--- src/rtl/data_mem_responder_if.sv ---
// MEM-stage data bus between the pipeline (master) and the data-memory responder (slave).
// memErr exists only when DMEM_RANGE_CHECK_EN is defined.
interface data_mem_responder_if;
  logic [31:0] memAdr;
  logic [31:0] writeData;
  logic        memRead;
  logic        memWrite;
  logic [31:0] readData;
  logic        ready;
`ifdef DMEM_RANGE_CHECK_EN
  logic        memErr;
`endif

  modport master (
    output memAdr, writeData, memRead, memWrite,
`ifdef DMEM_RANGE_CHECK_EN
    input  memErr,
`endif
    input  readData, ready
  );

  modport slave (
    input  memAdr, writeData, memRead, memWrite,
`ifdef DMEM_RANGE_CHECK_EN
    output memErr,
`endif
    output readData, ready
  );
endinterface

--- src/rtl/data_mem_responder.sv ---
// Multi-cycle data-memory responder with fixed wait states; ready low stalls the pipeline.
// Optional address range check with memErr output when DMEM_RANGE_CHECK_EN is defined.
module data_mem_responder #(
  parameter int ADDR_BASE   = 1024,
  parameter int DEPTH       = 64,
  parameter int WAIT_STATES = 4
) (
  input  logic                 clk,
  input  logic                 rst,
  data_mem_responder_if.slave  bus
);

  localparam int          IDX_W    = $clog2(DEPTH);
  localparam logic [31:0] BASE     = 32'(ADDR_BASE);
  localparam logic [3:0]  CNT_INIT = (WAIT_STATES > 0) ? 4'(WAIT_STATES - 1) : 4'd0;
`ifdef DMEM_RANGE_CHECK_EN
  localparam logic [31:0] LIMIT    = 32'(ADDR_BASE + 4 * DEPTH);
`endif

  typedef enum logic [1:0] {IDLE = 2'd0, BUSY = 2'd1, DONE = 2'd2} state_e;

  state_e          state_q, state_d;
  logic [3:0]      cnt_q, cnt_d;
  logic [31:0]     adr_q, wdata_q;
  logic            wr_q;
  logic [31:0]     rdata_q;
  logic [31:0]     mem [DEPTH];

  logic            req;
  logic            commit;
  logic [31:0]     acc_adr, acc_wd;
  logic            acc_wr;
  logic            acc_ok;
  logic [IDX_W-1:0] idx;

  assign req = bus.memRead | bus.memWrite;

  always_ff @(posedge clk) begin
    if (rst) begin
      state_q <= IDLE;
      cnt_q   <= 4'd0;
    end else begin
      state_q <= state_d;
      cnt_q   <= cnt_d;
    end
  end

  always_comb begin
    state_d = state_q;
    cnt_d   = cnt_q;
    case (state_q)
      IDLE: if (req) begin
        if (WAIT_STATES > 0) begin
          state_d = BUSY;
          cnt_d   = CNT_INIT;
        end else begin
          state_d = DONE;
        end
      end
      BUSY: if (cnt_q != 4'd0) cnt_d = cnt_q - 4'd1;
            else               state_d = DONE;
      DONE:    state_d = IDLE;
      default: state_d = IDLE;
    endcase
  end

  always_comb begin
    bus.ready = ((state_q == IDLE) && !req) || (state_q == DONE);
  end

  // With zero wait states the access commits on the accepting edge, so use the live inputs then.
  assign commit  = (state_d == DONE);
  assign acc_adr = (state_q == IDLE) ? bus.memAdr    : adr_q;
  assign acc_wd  = (state_q == IDLE) ? bus.writeData : wdata_q;
  assign acc_wr  = (state_q == IDLE) ? bus.memWrite  : wr_q;
  assign idx     = IDX_W'((acc_adr - BASE) >> 2);

`ifdef DMEM_RANGE_CHECK_EN
  assign acc_ok = (acc_adr >= BASE) && (acc_adr < LIMIT) && (acc_adr[1:0] == 2'b00);
`else
  assign acc_ok = 1'b1;
`endif

  always_ff @(posedge clk) begin
    if (rst) begin
      adr_q   <= '0;
      wdata_q <= '0;
      wr_q    <= 1'b0;
      rdata_q <= '0;
    end else begin
      if ((state_q == IDLE) && req) begin
        adr_q   <= bus.memAdr;
        wdata_q <= bus.writeData;
        wr_q    <= bus.memWrite;
      end
      if (commit && !acc_wr) rdata_q <= acc_ok ? mem[idx] : '0;
    end
  end

  // RAM contents survive reset; a store still pending at reset is dropped.
  always_ff @(posedge clk) begin
    if (!rst && commit && acc_wr && acc_ok) mem[idx] <= acc_wd;
  end

  assign bus.readData = rdata_q;

`ifdef DMEM_RANGE_CHECK_EN
  logic err_q;
  always_ff @(posedge clk) begin
    if (rst) err_q <= 1'b0;
    else     err_q <= commit && !acc_ok;
  end
  assign bus.memErr = err_q;
`endif

endmodule

--- src/flat_wrapper.sv ---
// flat-port wrapper written by rule: the top's interface ports become plain ports
module data_mem_responder_flat 
#(
  parameter int ADDR_BASE   = 1024,
  parameter int DEPTH       = 64,
  parameter int WAIT_STATES = 4
)
  (clk, rst, bus_memAdr, bus_writeData, bus_memRead, bus_memWrite, bus_readData, bus_ready);
  data_mem_responder_if bus_i ();
  input  logic clk;
  input  logic rst;
  input wire logic [$bits(bus_i.memAdr)-1:0] bus_memAdr;
  input wire logic [$bits(bus_i.writeData)-1:0] bus_writeData;
  input wire logic [$bits(bus_i.memRead)-1:0] bus_memRead;
  input wire logic [$bits(bus_i.memWrite)-1:0] bus_memWrite;
  output wire logic [$bits(bus_i.readData)-1:0] bus_readData;
  output wire logic [$bits(bus_i.ready)-1:0] bus_ready;
  assign bus_i.memAdr = bus_memAdr;
  assign bus_i.writeData = bus_writeData;
  assign bus_i.memRead = bus_memRead;
  assign bus_i.memWrite = bus_memWrite;
  assign bus_readData = bus_i.readData;
  assign bus_ready = bus_i.ready;
  data_mem_responder #(.ADDR_BASE(ADDR_BASE), .DEPTH(DEPTH), .WAIT_STATES(WAIT_STATES)) u_core (.clk(clk), .rst(rst), .bus(bus_i));
endmodule
--- config.mk ---
export PLATFORM = sky130hd
export DESIGN_NAME = data_mem_responder_flat
export DESIGN_NICKNAME = d
export VERILOG_FILES = /design/src/rtl/data_mem_responder_if.sv /design/src/rtl/data_mem_responder.sv /design/src/flat_wrapper.sv
export SDC_FILE = /design/constraint.sdc
export NUM_CORES = 2
export LEC_CHECK = 0
export CAP_MARGIN = 25
export CORE_ASPECT_RATIO = 1.1
export CORE_MARGIN = 4
export CORE_UTILIZATION = 44
export CTS_CLUSTER_DIAMETER = 60
export DETAILED_ROUTE_END_ITERATION = 8
export PLACE_DENSITY = 0.65
export SYNTH_ARGS = -nofsm -noshare
export SYNTH_HDL_FRONTEND = slang
export SYNTH_SLANG_ARGS = --single-unit
--- constraint.sdc ---
create_clock -name clk -period 4.75 [get_ports clk]
set_input_delay 1.1875 -clock clk [delete_from_list [all_inputs] [get_ports clk]]
set_output_delay 1.1875 -clock clk [all_outputs]
set_load 0.05 [all_outputs]
Word-level counts from Yosys, hierarchy flattened --
Memory sizes are Yosys's and may differ from the RTL's. A register that Yosys moved wholly into a read port is not among the register bits. Index checks and enable logic that the tools add are counted.
Storage, ports and cells: register bits after elaboration 47, bits in writable memories 2048, input bits 68, logic and storage cells 38, memories 1
Cells by class: add/sub/neg operators 2, equal/unequal tests 5, mux-type cells 11, bitwise gates (word level) 1, reduce and logical (&&, ||, !) cells 13
Memories:
- u_core.mem | words 64, bits a word 32, rd ports 1, clocked after Yosys merged registers in 1, wr ports 1, RTL line data_mem_responder.sv:27 | logic [31:0] mem [DEPTH];
Operator list (number):
- $mux 32 | 1
- $mux 4 | 2
- $mux 8 | 1
- $pmux 4 s2 | 1
- $sub 8x1->8 const B | 1
- $logic_and 1x1->1 | 5
- $eq 2x2->1 const B | 2
- $mux 2 | 2
- $ne 2x1->1 const B | 2
- $pmux 2 s2 | 1
- $reduce_bool 4->1 | 1
- $sub 4x1->4 const B | 1
- $logic_not 1->1 | 3
- $mux 1 | 3
- $reduce_and 3->1 | 1
- $eq 2x1->1 const B | 1
- $logic_not 2->1 | 1
- $reduce_bool 2->1 | 1
- $logic_or 1x1->1 | 1
- $or 1x1->1 | 1

Longest topological paths before layout --
word-level depth 8, gate-level depth with buffers 13

Worst setup path after synthesis --
OpenSTA, ideal clock, no wires.
path kind input-to-reg, start input bus_memAdr[4], end memory u_core.mem[18][0] (enable), library setup time 421 ps, arrival time 4110 ps, required time 4329 ps, path slack 219 ps, cell stages on the path 8, path buffers 4, cells stage by stage clkbuf_1 -> or3b_2 -> o22ai_1 -> buf_2 -> buf_4 -> buf_2 -> nand2_1 -> nor2_1
Between the ends: word-level cells in the longest chain between the ends 2
RTL lines:
- start: declaration | RTL line flat_wrapper.sv:12 | input wire logic [$bits(bus_i.memAdr)-1:0] bus_memAdr;
- $mux 8 | RTL line data_mem_responder.sv:73 | assign acc_adr = (state_q == IDLE) ? bus.memAdr : adr_q;
- $sub 8x1->8 | RTL line data_mem_responder.sv:76 | assign idx = IDX_W'((acc_adr - BASE) >> 2);
- end: declaration | RTL line data_mem_responder.sv:27
No other way between the ends.

Worst setup path after layout --
start input bus_memWrite, end output bus_ready
Between the ends: word-level cells in the longest chain between the ends 4
RTL lines:
- start: declaration | RTL line flat_wrapper.sv:15 | input wire logic [$bits(bus_i.memWrite)-1:0] bus_memWrite;
- $or 1x1->1 | RTL line data_mem_responder.sv:36 | assign req = bus.memRead | bus.memWrite;
- $logic_not 1->1 | RTL line data_mem_responder.sv:68 | bus.ready = ((state_q == IDLE) && !req) || (state_q == DONE);
- $logic_and 1x1->1 | RTL line data_mem_responder.sv:68
- $logic_or 1x1->1 | RTL line data_mem_responder.sv:68
- end: declaration | RTL line flat_wrapper.sv:17 | output wire logic [$bits(bus_i.ready)-1:0] bus_ready;
No other way between the ends.

==> flow_summary.toml <==
[outcome]
status = "finished clean"

[die]
core_area_um2 = 184000
io_pins = 101
die_w_um = 418
fp.dieArea_um2 = 192000
initial_core_util_pct = 44.2
core.rowCount = 165
fp.dieH_um = 459

[clock_network]
clkLatencyLatePin_ns = 0.86
cts_max_path_buffers = 3
cts_buffers = 202
cts.sinks = 2125
ctsHoldBuffers = 0
cts-root-buf = "clkbuf_16"
htreeDepth = 4
post_cts_resized = 0
post-cts-setup-buffer-count = 0
clkTransAtPathRegs_ns = 0.06
cts_tree = "built"

[timing]
skew_ns = 0.0342
fmax_ghz = 0.243
max-slew-margin-rel_pct = 25.3
tightest_slew_ns = 1.12
maxSlewViolCount = 0
hold_slack_ns = 0.456
period_share_pct = 86.7
rsz0062_at_grt = "no"
fin_tns_setup_ns = 0
period_needed_ns = 4.12
hold_viol_final = 0
setup_viol = 0

[final_layout]
final_area_um2 = 96100
final_common_cell = "edfxtp_1"
syn_to_final_growth_pct = 18.4
drive_above_1_share_pct = 16.3
fin_nets = 5482
final_cell_mix = "edfxtp_1, mux2i_1, nand2_1"

[setup_path]
r2r_start = "u_core.state_q[0]"
path_cells = "clkdlybuf4s50_1 > nor2_1 > nor2_1 > nor2_1 > clkdlybuf4s50_1"
cpMostUsedCell = "nor2_1"
crit_path_max_incr_delay_ns = 0.82
cp-end-kind = "primary output"
critPathSlowestCell = "clkdlybuf4s50_1"
crit_start = "bus_memWrite"
cp-start-kind = "primary input"
worstPathArrival_ns = 2.93
crit_type = "in -> out"
cp_max_fo = 3
worstPathRequired_ns = 3.56

[drt]
drt_iter0_drc = 8513
drt_wl_total_mm = 269
route.antenna.remaining_nets = 0
remaining_drc_errors = 0
vias = 51300
viasPerCell = 6.40
wl_per_cell_um = 33.6
dr.pass1.iters = 6

[global_routing]
grt_pass1_wl_mm = 372
globalRouteOverflowTotal = 0
grt_max_degree = 65
antenna_found_initial = 8
track_usage_pct = 27.5
grt_pass1_vias = 48700

[power_and_ir_drop]
peakVddDrop_mv = 0.357
power_density_nw_per_um2 = 447
p_leak_nw = 32.4

[logic_synthesis]
synthCells = 4961
yosysTopAreaCellShare_pct = 75.7
yosysTopAreaCell = "edfxtp_1"
synth_compound_area_share_pct = 9.81
synth.mux.area_fraction_pct = 6.24
synth_area_leaders = "edfxtp_1, mux2i_1, a22oi_1"
synth_fa_ha_area_share_pct = 0.0308
synth_top_family_by_area = "compound AO/OA/AOI/OAI gates"
synth_edf_count = 2048
synthFlopType = "edfxtp_1"
synthArstFlopShare_pct = 0
yosys.area_share.simple_pct = 4.37
synth_nets = 5031
synthDistinctLibCells = 78
synth_area_per_cell_um2 = 16.4
synth-xor-area-share_pct = 0.0216
ys_seq_elements = 2125
yosysWarningCount = 0
syn_area_um2 = 81200
ys_seq_area_share_pct = 77.6

[hold_path]
hp-class = "reg -> reg"
hold_start = "u_core.wdata_q[2]"

[flow_run]
maxCapViolCount = 0

[place]
portBuffers = 74
dp_hpwl_mm = 160
postPlaceCellArea_um2 = 89700
place_congestion = 0.890
==> sequential cells by signal, indices dropped and copies added, names as in the netlist <==
name,cells
u_core.adr_q,6
u_core.bus.readData,32
u_core.cnt_q,4
u_core.mem,2048
u_core.state_q,2
u_core.wdata_q,32
u_core.wr_q,1
==> stage by stage <==
step	total power, mW	utilization (%)	instances	setup WS (ns)
after detailed placement	27.7	48.8	7623	0.0803
after global placement	27.6	48.7	7615	0.0706
after CTS	42.9	52.3	7992	0.642
final	43.0	52.3	8003	0.633
after floorplan	24.9	-	4961	0.219
after global routing	44.1	52.3	7998	0.541
==> layer usage <==
| metal | track usage (%) | vias to the layer above | share of wire, % |
|---|---|---|---|
| met5 | 0 | - | 0.0082 |
| met2 | 42.4 | 3794 | 46 |
| li1 | - | 20700 | - |
| met3 | 5.76 | 708 | 12 |
| met4 | 14.9 | 4 | 6.1 |
| met1 | 36.8 | 26000 | 36 |
==> path summary, 6_finish.rpt <==
check / cells past startpoint / slack [ns] / to
worst min register to register: 2 / 0.46 / u_core.wdata_q[2]
worst min-delay path: 2 / 0.46 / u_core.wdata_q[2]
worst max-delay path: 5 / 0.63 / bus_ready
worst max register to register: 9 / 0.67 / u_core.bus.readData[9]
==> report_power, final <==
| part | switching (mW) | internal, mW |
|---|---|---|
| clock | 6.86 | 8.63 |
| sequential | 0.101 | 21.3 |
| combinational | 4.12 | 1.92 |
| total | 11.1 | 31.9 |
==> critical path, delay by kind of cell <==
family	cells	cell delay, ns
AND/OR/NAND/NOR	3	0.45
buffers and inverters	2	1.28
==> area by class of cell <==
class / instances / area, µm²
Sequential cell: 2125 / 63000
Fill cell: 14600 / 87600
Clock buffer: 276 / 5600
Clock inverter: 93 / 724
Tap cell: 2421 / 3030
Timing Repair Buffer: 566 / 6290
Inverter: 4 / 15.0
Multi-Input combinational cell: 2513 / 17400
Antenna cell: 5 / 12.5
==> cells in the mapped netlist, types with 7 or more instances <==
master     instances
a2111oi_0         16
a21oi_1          169
a221oi_1          11
a222oi_1          30
a22o_1            35
a22oi_1          247
a311oi_1           8
a31oi_1           42
a41o_1            10
a41oi_1           11
and2_1             7
and4_1            14
buf_1             59
buf_2            122
buf_4             36
buf_6              7
clkbuf_1          95
dfxtp_1           77
edfxtp_1        2048
mux2_1            19
mux2_2            11
mux2i_1          469
nand2_1          453
nand2b_1          10
nand3_1           74
nand4_1           43
nor2_1           139
nor3_1            12
nor4_1            12
o2111ai_1          7
o211ai_1          10
o21a_1            17
o21ai_0          234
o21ai_1           40
o21bai_1          10
o22a_1            22
o22ai_1          209
o31a_1            23
o41ai_1           11
==> kinds of logic (layout without fill, tap and decap cells) <==
kind of cell    after synthesis  after routing
mux                         501            501
simple gates                805            805
buf+inv                     323            939
xor+xnor                      2              2
other cells                   0              5
fa+ha+maj                     2              2
compound gates             1203           1203
flops                      2125           2125
(Power assumes the default switching activity.)
